**src/rtl/core_bus_arb_pkg.sv**
```systemverilog
// rtl/core_bus_arb_pkg.sv - shared definitions for the core memory-bus arbiter
//
// Purpose: bus FSM state encodings and the master-count limit used by
//          core_bus_arb and core_bus_rr_pick.
// Ports:   none (package).
package core_bus_arb_pkg;

  localparam int MAX_M = 8;

  typedef enum logic [1:0] {
    ST_IDLE = 2'd0,
    ST_BUSY = 2'd1,
    ST_RESP = 2'd2
  } bus_state_e;

endpackage

```
**src/rtl/core_bus_rr_pick.sv**
```systemverilog
// rtl/core_bus_rr_pick.sv - combinational winner picker for the bus arbiter
//
// Purpose: selects the first requesting master at or after a start pointer,
//          wrapping NUM_M-1 to 0. In fixed mode the pointer is forced to 0,
//          which degenerates to lowest-index-wins priority.
// Ports:
//   req_i        per-master request vector
//   ptr_i        round-robin start pointer
//   rr_mode_i    1 = round-robin, 0 = fixed priority
//   gnt_oh_o     one-hot grant (all zero when nobody requests)
//   gnt_idx_o    index of the granted master
//   gnt_valid_o  at least one request is present
module core_bus_rr_pick
  import core_bus_arb_pkg::*;
#(
  parameter int NUM_M = 2,
  parameter int IW    = 1
) (
  input  logic [NUM_M-1:0] req_i,
  input  logic [IW-1:0]    ptr_i,
  input  logic             rr_mode_i,
  output logic [NUM_M-1:0] gnt_oh_o,
  output logic [IW-1:0]    gnt_idx_o,
  output logic             gnt_valid_o
);

  if (NUM_M < 2 || NUM_M > MAX_M) begin : g_bad_num_m
    $error("core_bus_rr_pick: NUM_M out of range");
  end

  int start_idx;
  int cand;

  always_comb begin
    gnt_oh_o    = '0;
    gnt_idx_o   = '0;
    gnt_valid_o = 1'b0;
    start_idx   = rr_mode_i ? int'(ptr_i) : 0;
    cand        = 0;
    // Scan NUM_M candidates starting at the pointer; the pointer is always
    // below NUM_M, so one subtraction is enough to wrap.
    for (int i = 0; i < NUM_M; i++) begin
      cand = start_idx + i;
      if (cand >= NUM_M) begin
        cand = cand - NUM_M;
      end
      if (!gnt_valid_o && req_i[cand]) begin
        gnt_valid_o    = 1'b1;
        gnt_idx_o      = IW'(cand);
        gnt_oh_o[cand] = 1'b1;
      end
    end
  end

endmodule

```
**src/rtl/core_bus_arb.sv**
```systemverilog
// rtl/core_bus_arb.sv - N-master to 1-slave memory-bus arbiter with timeout
//
// Purpose: arbitrates NUM_M core masters onto one req/ack memory slave,
//          with fixed-priority or round-robin selection and a slave timeout
//          that answers with an error pulse.
// Ports:
//   clk, rst              clock (rising edge), asynchronous active-high reset
//   m_req_i/we/addr/wdata per-master request fields (flattened, master k at k*W)
//   m_ack_o, m_err_o      one-cycle completion / timeout pulse to the grantee
//   m_rdata_o             shared read data, valid while an ack/err pulse is high
//   m_hold_o              per-master stall, m_req_i & ~(m_ack_o | m_err_o)
//   s_req_o/we/addr/wdata slave request, stable for the whole transaction
//   s_ack_i, s_rdata_i    slave completion and read data
module core_bus_arb
  import core_bus_arb_pkg::*;
#(
  parameter int NUM_M   = 2,
  parameter int AW      = 32,
  parameter int DW      = 32,
  parameter int RR_MODE = 0,
  parameter int TIMEOUT = 255
) (
  input  logic                clk,
  input  logic                rst,
  input  logic [NUM_M-1:0]    m_req_i,
  input  logic [NUM_M-1:0]    m_we_i,
  input  logic [NUM_M*AW-1:0] m_addr_i,
  input  logic [NUM_M*DW-1:0] m_wdata_i,
  output logic [NUM_M-1:0]    m_ack_o,
  output logic [NUM_M-1:0]    m_err_o,
  output logic [DW-1:0]       m_rdata_o,
  output logic [NUM_M-1:0]    m_hold_o,
  output logic                s_req_o,
  output logic                s_we_o,
  output logic [AW-1:0]       s_addr_o,
  output logic [DW-1:0]       s_wdata_o,
  input  logic                s_ack_i,
  input  logic [DW-1:0]       s_rdata_i
);

  localparam int IW = (NUM_M > 1) ? $clog2(NUM_M) : 1;
  // Wide enough to hold TIMEOUT itself, so the counter cannot wrap before
  // it reaches the compare value.
  localparam int CW = (TIMEOUT > 0) ? $clog2(TIMEOUT + 1) : 1;
  localparam logic [CW-1:0] CNT_LAST = CW'((TIMEOUT > 0) ? TIMEOUT - 1 : 0);
  localparam logic [IW-1:0] IDX_LAST = IW'(NUM_M - 1);

  bus_state_e       state_q, state_d;
  logic [IW-1:0]    grant_q, grant_d;
  logic [NUM_M-1:0] gnt_oh_q, gnt_oh_d;
  logic [IW-1:0]    ptr_q, ptr_d;
  logic [CW-1:0]    cnt_q, cnt_d;
  logic             we_q, we_d;
  logic [AW-1:0]    addr_q, addr_d;
  logic [DW-1:0]    wdata_q, wdata_d;
  logic [DW-1:0]    rdata_q, rdata_d;
  logic             ack_q, ack_d;
  logic             err_q, err_d;

  logic [NUM_M-1:0] pick_oh;
  logic [IW-1:0]    pick_idx;
  logic             pick_valid;

  core_bus_rr_pick #(
    .NUM_M(NUM_M),
    .IW   (IW)
  ) u_pick (
    .req_i      (m_req_i),
    .ptr_i      (ptr_q),
    .rr_mode_i  (RR_MODE != 0),
    .gnt_oh_o   (pick_oh),
    .gnt_idx_o  (pick_idx),
    .gnt_valid_o(pick_valid)
  );

  always_comb begin
    state_d  = state_q;
    grant_d  = grant_q;
    gnt_oh_d = gnt_oh_q;
    ptr_d    = ptr_q;
    cnt_d    = cnt_q;
    we_d     = we_q;
    addr_d   = addr_q;
    wdata_d  = wdata_q;
    rdata_d  = rdata_q;
    ack_d    = 1'b0;
    err_d    = 1'b0;

    unique case (state_q)
      ST_IDLE: begin
        if (pick_valid) begin
          grant_d  = pick_idx;
          gnt_oh_d = pick_oh;
          we_d     = m_we_i[pick_idx];
          addr_d   = m_addr_i[pick_idx*AW +: AW];
          wdata_d  = m_wdata_i[pick_idx*DW +: DW];
          cnt_d    = '0;
          state_d  = ST_BUSY;
        end
      end
      ST_BUSY: begin
        // A slave ack in the same cycle as the timeout wins over the error.
        if (s_ack_i) begin
          rdata_d = s_rdata_i;
          ack_d   = 1'b1;
          state_d = ST_RESP;
        end else if (TIMEOUT != 0 && cnt_q == CNT_LAST) begin
          rdata_d = '0;
          err_d   = 1'b1;
          state_d = ST_RESP;
        end else if (TIMEOUT != 0) begin
          cnt_d = cnt_q + CW'(1);
        end
      end
      ST_RESP: begin
        // No arbitration here: the grantee's request is still high this
        // cycle and must not win a second transaction.
        cnt_d = '0;
        if (RR_MODE != 0) begin
          ptr_d = (grant_q == IDX_LAST) ? '0 : grant_q + IW'(1);
        end
        state_d = ST_IDLE;
      end
      default: begin
        state_d = ST_IDLE;
      end
    endcase
  end

  always_ff @(posedge clk or posedge rst) begin
    if (rst) begin
      state_q  <= ST_IDLE;
      grant_q  <= '0;
      gnt_oh_q <= '0;
      ptr_q    <= '0;
      cnt_q    <= '0;
      we_q     <= 1'b0;
      addr_q   <= '0;
      wdata_q  <= '0;
      rdata_q  <= '0;
      ack_q    <= 1'b0;
      err_q    <= 1'b0;
    end else begin
      state_q  <= state_d;
      grant_q  <= grant_d;
      gnt_oh_q <= gnt_oh_d;
      ptr_q    <= ptr_d;
      cnt_q    <= cnt_d;
      we_q     <= we_d;
      addr_q   <= addr_d;
      wdata_q  <= wdata_d;
      rdata_q  <= rdata_d;
      ack_q    <= ack_d;
      err_q    <= err_d;
    end
  end

  // ack_q/err_q are only ever set on entry to RESP, so these are the
  // one-cycle response pulses.
  assign m_ack_o   = ack_q ? gnt_oh_q : '0;
  assign m_err_o   = err_q ? gnt_oh_q : '0;
  assign m_rdata_o = rdata_q;
  assign m_hold_o  = m_req_i & ~(m_ack_o | m_err_o);

  assign s_req_o   = (state_q == ST_BUSY);
  assign s_we_o    = we_q;
  assign s_addr_o  = addr_q;
  assign s_wdata_o = wdata_q;

endmodule

```
**config.mk**
```make
export PLATFORM = sky130hd
export DESIGN_NAME = core_bus_arb
export DESIGN_NICKNAME = d
export VERILOG_FILES = /design/src/rtl/core_bus_arb_pkg.sv /design/src/rtl/core_bus_rr_pick.sv /design/src/rtl/core_bus_arb.sv
export SDC_FILE = /design/constraint.sdc
export NUM_CORES = 1
export LEC_CHECK = 0
export BUFFER_PORTS_ARGS = -buffer_cell sky130_fd_sc_hd__buf_2
export CORE_MARGIN = 2
export CORE_UTILIZATION = 40
export DETAILED_ROUTE_END_ITERATION = 16
export PLACE_DENSITY = 0.73
export SKIP_LAST_GASP = 1
export SLEW_MARGIN = 20
export SYNTH_ARGS = -nofsm -noshare
export SYNTH_HDL_FRONTEND = slang
export SYNTH_HIERARCHICAL = 1
export SYNTH_SLANG_ARGS = --single-unit
export TNS_END_PERCENT = 50
```
**constraint.sdc**
```tcl
create_clock -name clk -period 3.58 [get_ports clk]
set_input_delay 0 -clock clk [delete_from_list [all_inputs] [get_ports clk]]
set_output_delay 0 -clock clk [all_outputs]
set_load 0.1 [all_outputs]
```
==> results of run 1 <==
[cell families (layout without fill, tap and decap cells)]
kind of cell / count (synthesis) / count (layout) / synth area share (%)
flip-flops: 111 / 111 / 55.18
multiplexers: 67 / 67 / 13.37
AO/OA/AOI/OAI: 122 / 122 / 15.86
other: 1 / 4 / 0.07450
buffers and inverters: 38 / 448 / 4.449
AND/OR/NAND/NOR: 112 / 112 / 10.56
adder cells (fa/ha/maj): 2 / 2 / 0.4971
[metrics by stage]
step | util (%) | instances | worst slack [ps] | hold WS [ps] | area (µm²)
floorplan | - | 456 | 355.1 | 139.7 | 5045
global placement | 53.20 | 866 | 1324 | 223.5 | 6470
detailed placement | 53.20 | 866 | 1249 | 237.2 | 6470
CTS | 68.06 | 1034 | 1231 | 0.09509 | 8277
global route | 68.09 | 1034 | 1384 | 13.70 | 8280
finish | 68.09 | 1034 | 1542 | -1.178 | 8280
[worst max path at each step]
stage | cells past startpoint | slack (ps) | end
floorplan | 2 | 360 | m_hold_o[1]
detailed placement | 4 | 1250 | m_rdata_o[27]
finish | 4 | 1540 | m_rdata_o[20]
global route | 4 | 1380 | m_rdata_o[20]
global placement | 4 | 1320 | m_rdata_o[2]
CTS | 4 | 1230 | m_rdata_o[13]
[layout make-up]
cell class,instances,area [µm²]
Fill cell,862,3881
Timing Repair Buffer,426,2915
Sequential cell,111,2778
Multi-Input combinational cell,307,2062
Clock buffer,13,260.3
Tap cell,168,210.2
Inverter,6,30.03
Clock inverter,3,25.02
[per-layer routing]
| layer | GRT usage (%) | routed length [µm] | up-vias |
|---|---|---|---|
| met5 | 0 | 0 | - |
| met4 | 10.24 | 461 | 0 |
| met3 | 5.656 | 1286 | 40 |
| met2 | 43.31 | 8359 | 254 |
| met1 | 27.44 | 6225 | 2404 |
| li1 | - | - | 2426 |
[layout by cell type, fill, tap and decap left out, types with 3 or more instances in the layout]
| cell type | instances |
|---|---|
| a31oi_1 | 3 |
| a21oi_1 | 69 |
| nor4_1 | 3 |
| clkbuf_16 | 9 |
| conb_1 | 4 |
| buf_2 | 270 |
| o21ai_0 | 6 |
| nor3b_1 | 3 |
| nor2_1 | 71 |
| and2_1 | 4 |
| dlygate4sd3_1 | 152 |
| a22o_2 | 13 |
| inv_1 | 4 |
| a21o_1 | 3 |
| buf_4 | 3 |
| nand2_1 | 8 |
| a22o_1 | 19 |
| mux2i_1 | 65 |
| nand3_1 | 5 |
| dfrtp_1 | 111 |
[registers in the layout (all words and copies together) (netlist names)]
| register | flops |
|---|---|
| ack_q | 1 |
| cnt_q | 8 |
| err_q | 1 |
| gnt_oh_q | 2 |
| m_rdata_o | 32 |
| s_addr_o | 32 |
| s_wdata_o | 32 |
| s_we_o | 1 |
| state_q | 2 |
[Yosys cell counts, drive strengths merged, types with 2 or more instances]
master,n
buf,25
nor4,3
nand2,9
a22o,32
nor4b,2
inv,6
dfrtp,111
nor3,2
a21oi,69
clkbuf,7
o311ai,2
mux2i,65
a21o,3
mux2,2
o21ai,6
nand3,5
ha,2
nor2,71
nor3b,4
a21boi,2
a31oi,3
and2,7
[critical path: stages, from the launching register on]
cell and delay, ps:
dfrtp_1 800, nand2b_2 220, inv_4 120, and2_2 550
a22o_1 270
==> results.tsv, run 1 <==
metric	value	unit
dieHeight	116.2	µm
cp-end-kind	flip-flop	
grt_max_degree	93	
grt_pass1_vias	5293	
finalNetCount	1030	
start_kind	flip-flop	
synthTopCellsByArea	dfrtp_1 55%, mux2i_1 13%, a21oi_1 6.9%	
wirelength	16.33	mm
root_buffer	clkbuf_16	
first_pass_iters	4	
synth-edff-count	0	
slew_violations	0	
portBuffers	270	
cts_num_sinks	111	
synthFlopType	dfrtp_1	
clockBufferDepth	2	
row_count	40	
rrSetupSlack	1540	ps
insertion_delay	340	ps
cp.required	3850	ps
num_antenna_cells	0	
cts_tree	done	
yosys_register_bits	111	
ctsHoldBuffers	152	
min_from	m_wdata_i[0]	
htreeDepth	3	
period_share	56.94	%
max_freq	490.6	MHz
status	complete, but fails checks	
initial_core_util	41.39	%
drc	0	
vias	5124	
ctsResizeCount	0	
cp_data_arrival_time	2310	ps
worst_slew_pin_slew	792.3	ps
fin_worst_skew	10.34	ps
ys_seq_area_share	55.18	%
grtUsageTotal	24.06	%
r2r-end	m_rdata_o[20]	
cts.clk_slew.worst_paths	70	ps
gp_congestion	0.8378	
finalSetupViolCount	0	
hold_violations	1	
postCtsSetupRepairBufs	0	
yosys_warnings	6	
layout_min_cycle_time	2038	ps
die_w	116.2	µm
netlist_area	5034	µm²
syn_avg_cell_area	11.11	µm²
cap_violations	0	
min_to	s_wdata_o[0]	
tns	0	ps
rr_startpoint	state_q[0]	
worstSetupStartpoint	state_q[0]	
violations	hold timing	
fp.dieArea	13500	µm²
cts_buffers	9	
async_reset_ff_share	100.0	%
max_slew_margin	47.18	%
dp_hpwl	9.429	mm
drive_gt1_share	36.14	%
yosysTopAreaCell	dfrtp_1	
area_growth	64.50	%
worst_hold_slack	-1.178	ps
grt_pass1_wl	25.41	mm
io_pins	271	
wl_per_cell	15.79	µm
synth_top_area_share	55.18	%
ant_nets	0	
worstSetupPathType	reg2reg	
core_area	12160	µm²
worstHoldPathCells	3	
vias_per_cell	4.956	
gr-total-overflow	0	
hold_path_class	in2reg	
antenna_found_initial	0	
rsz0062_at_grt	no	
crit_path_max_fanout	33	
drt-initial-drc-count	284	
r2r_cells	4	
synth_cells	453	
synth.distinct_cells	46	
Power of run 1 is not shown: default switching activity piles up to over one toggle a cycle in this logic, so the estimate is an artifact.
==> run 2: changes to the inputs <==
==> constraint.sdc (replaced) <==
create_clock -name clk -period 1.9 [get_ports clk]
set_input_delay 0 -clock clk [delete_from_list [all_inputs] [get_ports clk]]
set_output_delay 0 -clock clk [all_outputs]
set_load 0.1 [all_outputs]
==> results.tsv, run 2 (synthesis gave the netlist of run 1 again) <==
metric	value	unit	change
vias_per_cell	5.055		was 4.956
first_pass_iters	5		was 4
area_growth	68.48	%	was 64.50%
violations	hold timing		unchanged
root_buffer	clkbuf_16		unchanged
drt-initial-drc-count	283		was 284
crit_family	buffers and inverters		was flip-flops
num-fill-cells	839		was 862
wl_per_cell	16.72	µm	was 15.79 µm
grt_max_degree	69		was 93
cts.clk_slew.worst_paths	70	ps	about the same
wirelength	17.57	mm	was 16.33 mm
drive_gt1_share	37.15	%	was 36.14%
start_kind	primary input		was flip-flop
final_cell_mix	270 x buf_2, 157 x dlygate4sd3_1, 111 x dfrtp_1		was 270 x buf_2, 152 x dlygate4sd3_1, 111 x dfrtp_1
fp.dieArea	13500	µm²	unchanged
cp-end-kind	flip-flop		unchanged
htreeDepth	3		unchanged
rr_startpoint	state_q[0]		unchanged
grt_pass1_vias	5454		was 5293
crit_path_max_fanout	13		was 33
rrSetupSlack	270	ps	was 1540 ps
gp_congestion	0.8554		was 0.8378
portBuffers	270		unchanged
core_area	12160	µm²	unchanged
vias	5313		was 5124
rsz0062_at_grt	no		unchanged
worst_slew_pin_slew	776.0	ps	was 792.3 ps
grt_pass1_wl	26.65	mm	was 25.41 mm
dp_cells	878		was 866
ant_nets	0		unchanged
final_common_cell	buf_2		unchanged
cap_violations	0		unchanged
worstHoldPathCells	3		unchanged
hold_violations	1		unchanged
postCtsSetupRepairBufs	0		unchanged
fin_cells	1051		was 1034
insertion_delay	350	ps	was 340 ps
placed_cell_area	6615	µm²	was 6470 µm²
fin_worst_skew	8.354	ps	was 10.34 ps
cp_cell_sequence	buf_2 -> a21boi_4 -> buf_4 -> mux2i_1 -> dlygate4sd3_1 -> a21oi_1		was nand2b_2 -> inv_4 -> and2_2 -> a22o_1
cp.required	2110	ps	was 3850 ps
hold_path_class	in2reg		unchanged
gr-total-overflow	0		unchanged
num_antenna_cells	0		unchanged
clockBufferDepth	2		unchanged
grtUsageTotal	25.40	%	was 24.06%
cts_tree	done		unchanged
layout_min_cycle_time	1701	ps	
worstSetupPathType	in2reg		was reg2reg
die_w	116.2	µm	unchanged
period_share	89.50	%	
cts_num_sinks	111		unchanged
slowest_stage	a21boi_4		was dfrtp_1
r2r-end	s_addr_o[7]		was m_rdata_o[20]
initial_core_util	41.39	%	unchanged
min_from	m_wdata_i[30]		was m_wdata_i[0]
row_count	40		unchanged
drc	0		unchanged
worst_hold_slack	-0.01674	ps	was -1.178 ps
max_freq	588.0	MHz	
max_slew_margin	48.27	%	was 47.18%
finalNetCount	1047		was 1030
cp.buffers_inverters	3		was 1
min_to	s_wdata_o[30]		was s_wdata_o[0]
r2r_cells	4		unchanged
fin_util	69.73	%	was 68.09%
finalSetupViolCount	0		unchanged
max_stage_delay	590	ps	was 800 ps
status	complete, but fails checks		unchanged
cp_data_arrival_time	1910	ps	was 2310 ps
dieHeight	116.2	µm	unchanged
slew_violations	0		unchanged
final_area	8481	µm²	was 8280 µm²
dp_hpwl	9.984	mm	was 9.429 mm
cts_buffers	9		unchanged
antenna_found_initial	0		unchanged
io_pins	271		unchanged
[run 2: per-stage QoR]
step	setup TNS (ps)	setup slack [ps]
3_3_place_gp	0	359.7
2_1_floorplan	-337.3	-337.3
6_report	0	199.4
3_5_place_dp	0	302.6
4_1_cts	0	222.8
5_1_grt	0	145.6
[run 2: tightest hold or removal path, stage by stage]
cell     delay [ps]
buf_2            90
mux2i_1          60
a21oi_1         150
[run 2: layout make-up]
cell class                 count  area [µm²]  share of cell area [%]
clock buffer                   9       225.2                   2.656
clock inverter                 7       68.82                  0.8114
inverter                       6       28.78                  0.3393
multi-input combinational    307        2077                   24.49
sequential                   111        2778                   32.75
tap                          168       210.2                   2.479
timing repair buffer         443        3093                   36.47
[run 2: worst max-delay path by stage]
stage / endpoint / slack, ps / from / depth (start not counted)
after floorplan: m_hold_o[1] / -340 / gnt_oh_q[1] / 2
after global placement: m_rdata_o[2] / 360 / cnt_q[0] / 5
after detailed placement: m_rdata_o[8] / 300 / cnt_q[0] / 5
after CTS: s_req_o / 220 / state_q[0] / 3
after global routing: s_wdata_o[7] / 150 / m_req_i[1] / 6
final: s_addr_o[7] / 200 / m_req_i[1] / 6
[run 2: routing by layer]
metal	GRT usage, %	part of all wire [%]
met5	0	0
met4	12.62	3.5
met3	5.708	7.3
met2	45.81	51
met1	28.29	38
[run 2: what timing repair did]
item	in CTS	in global routing
resized for setup	0	0
hold endpoints to repair	207	0
hold buffers	157	0
Power of run 2 is left out for the same reason.
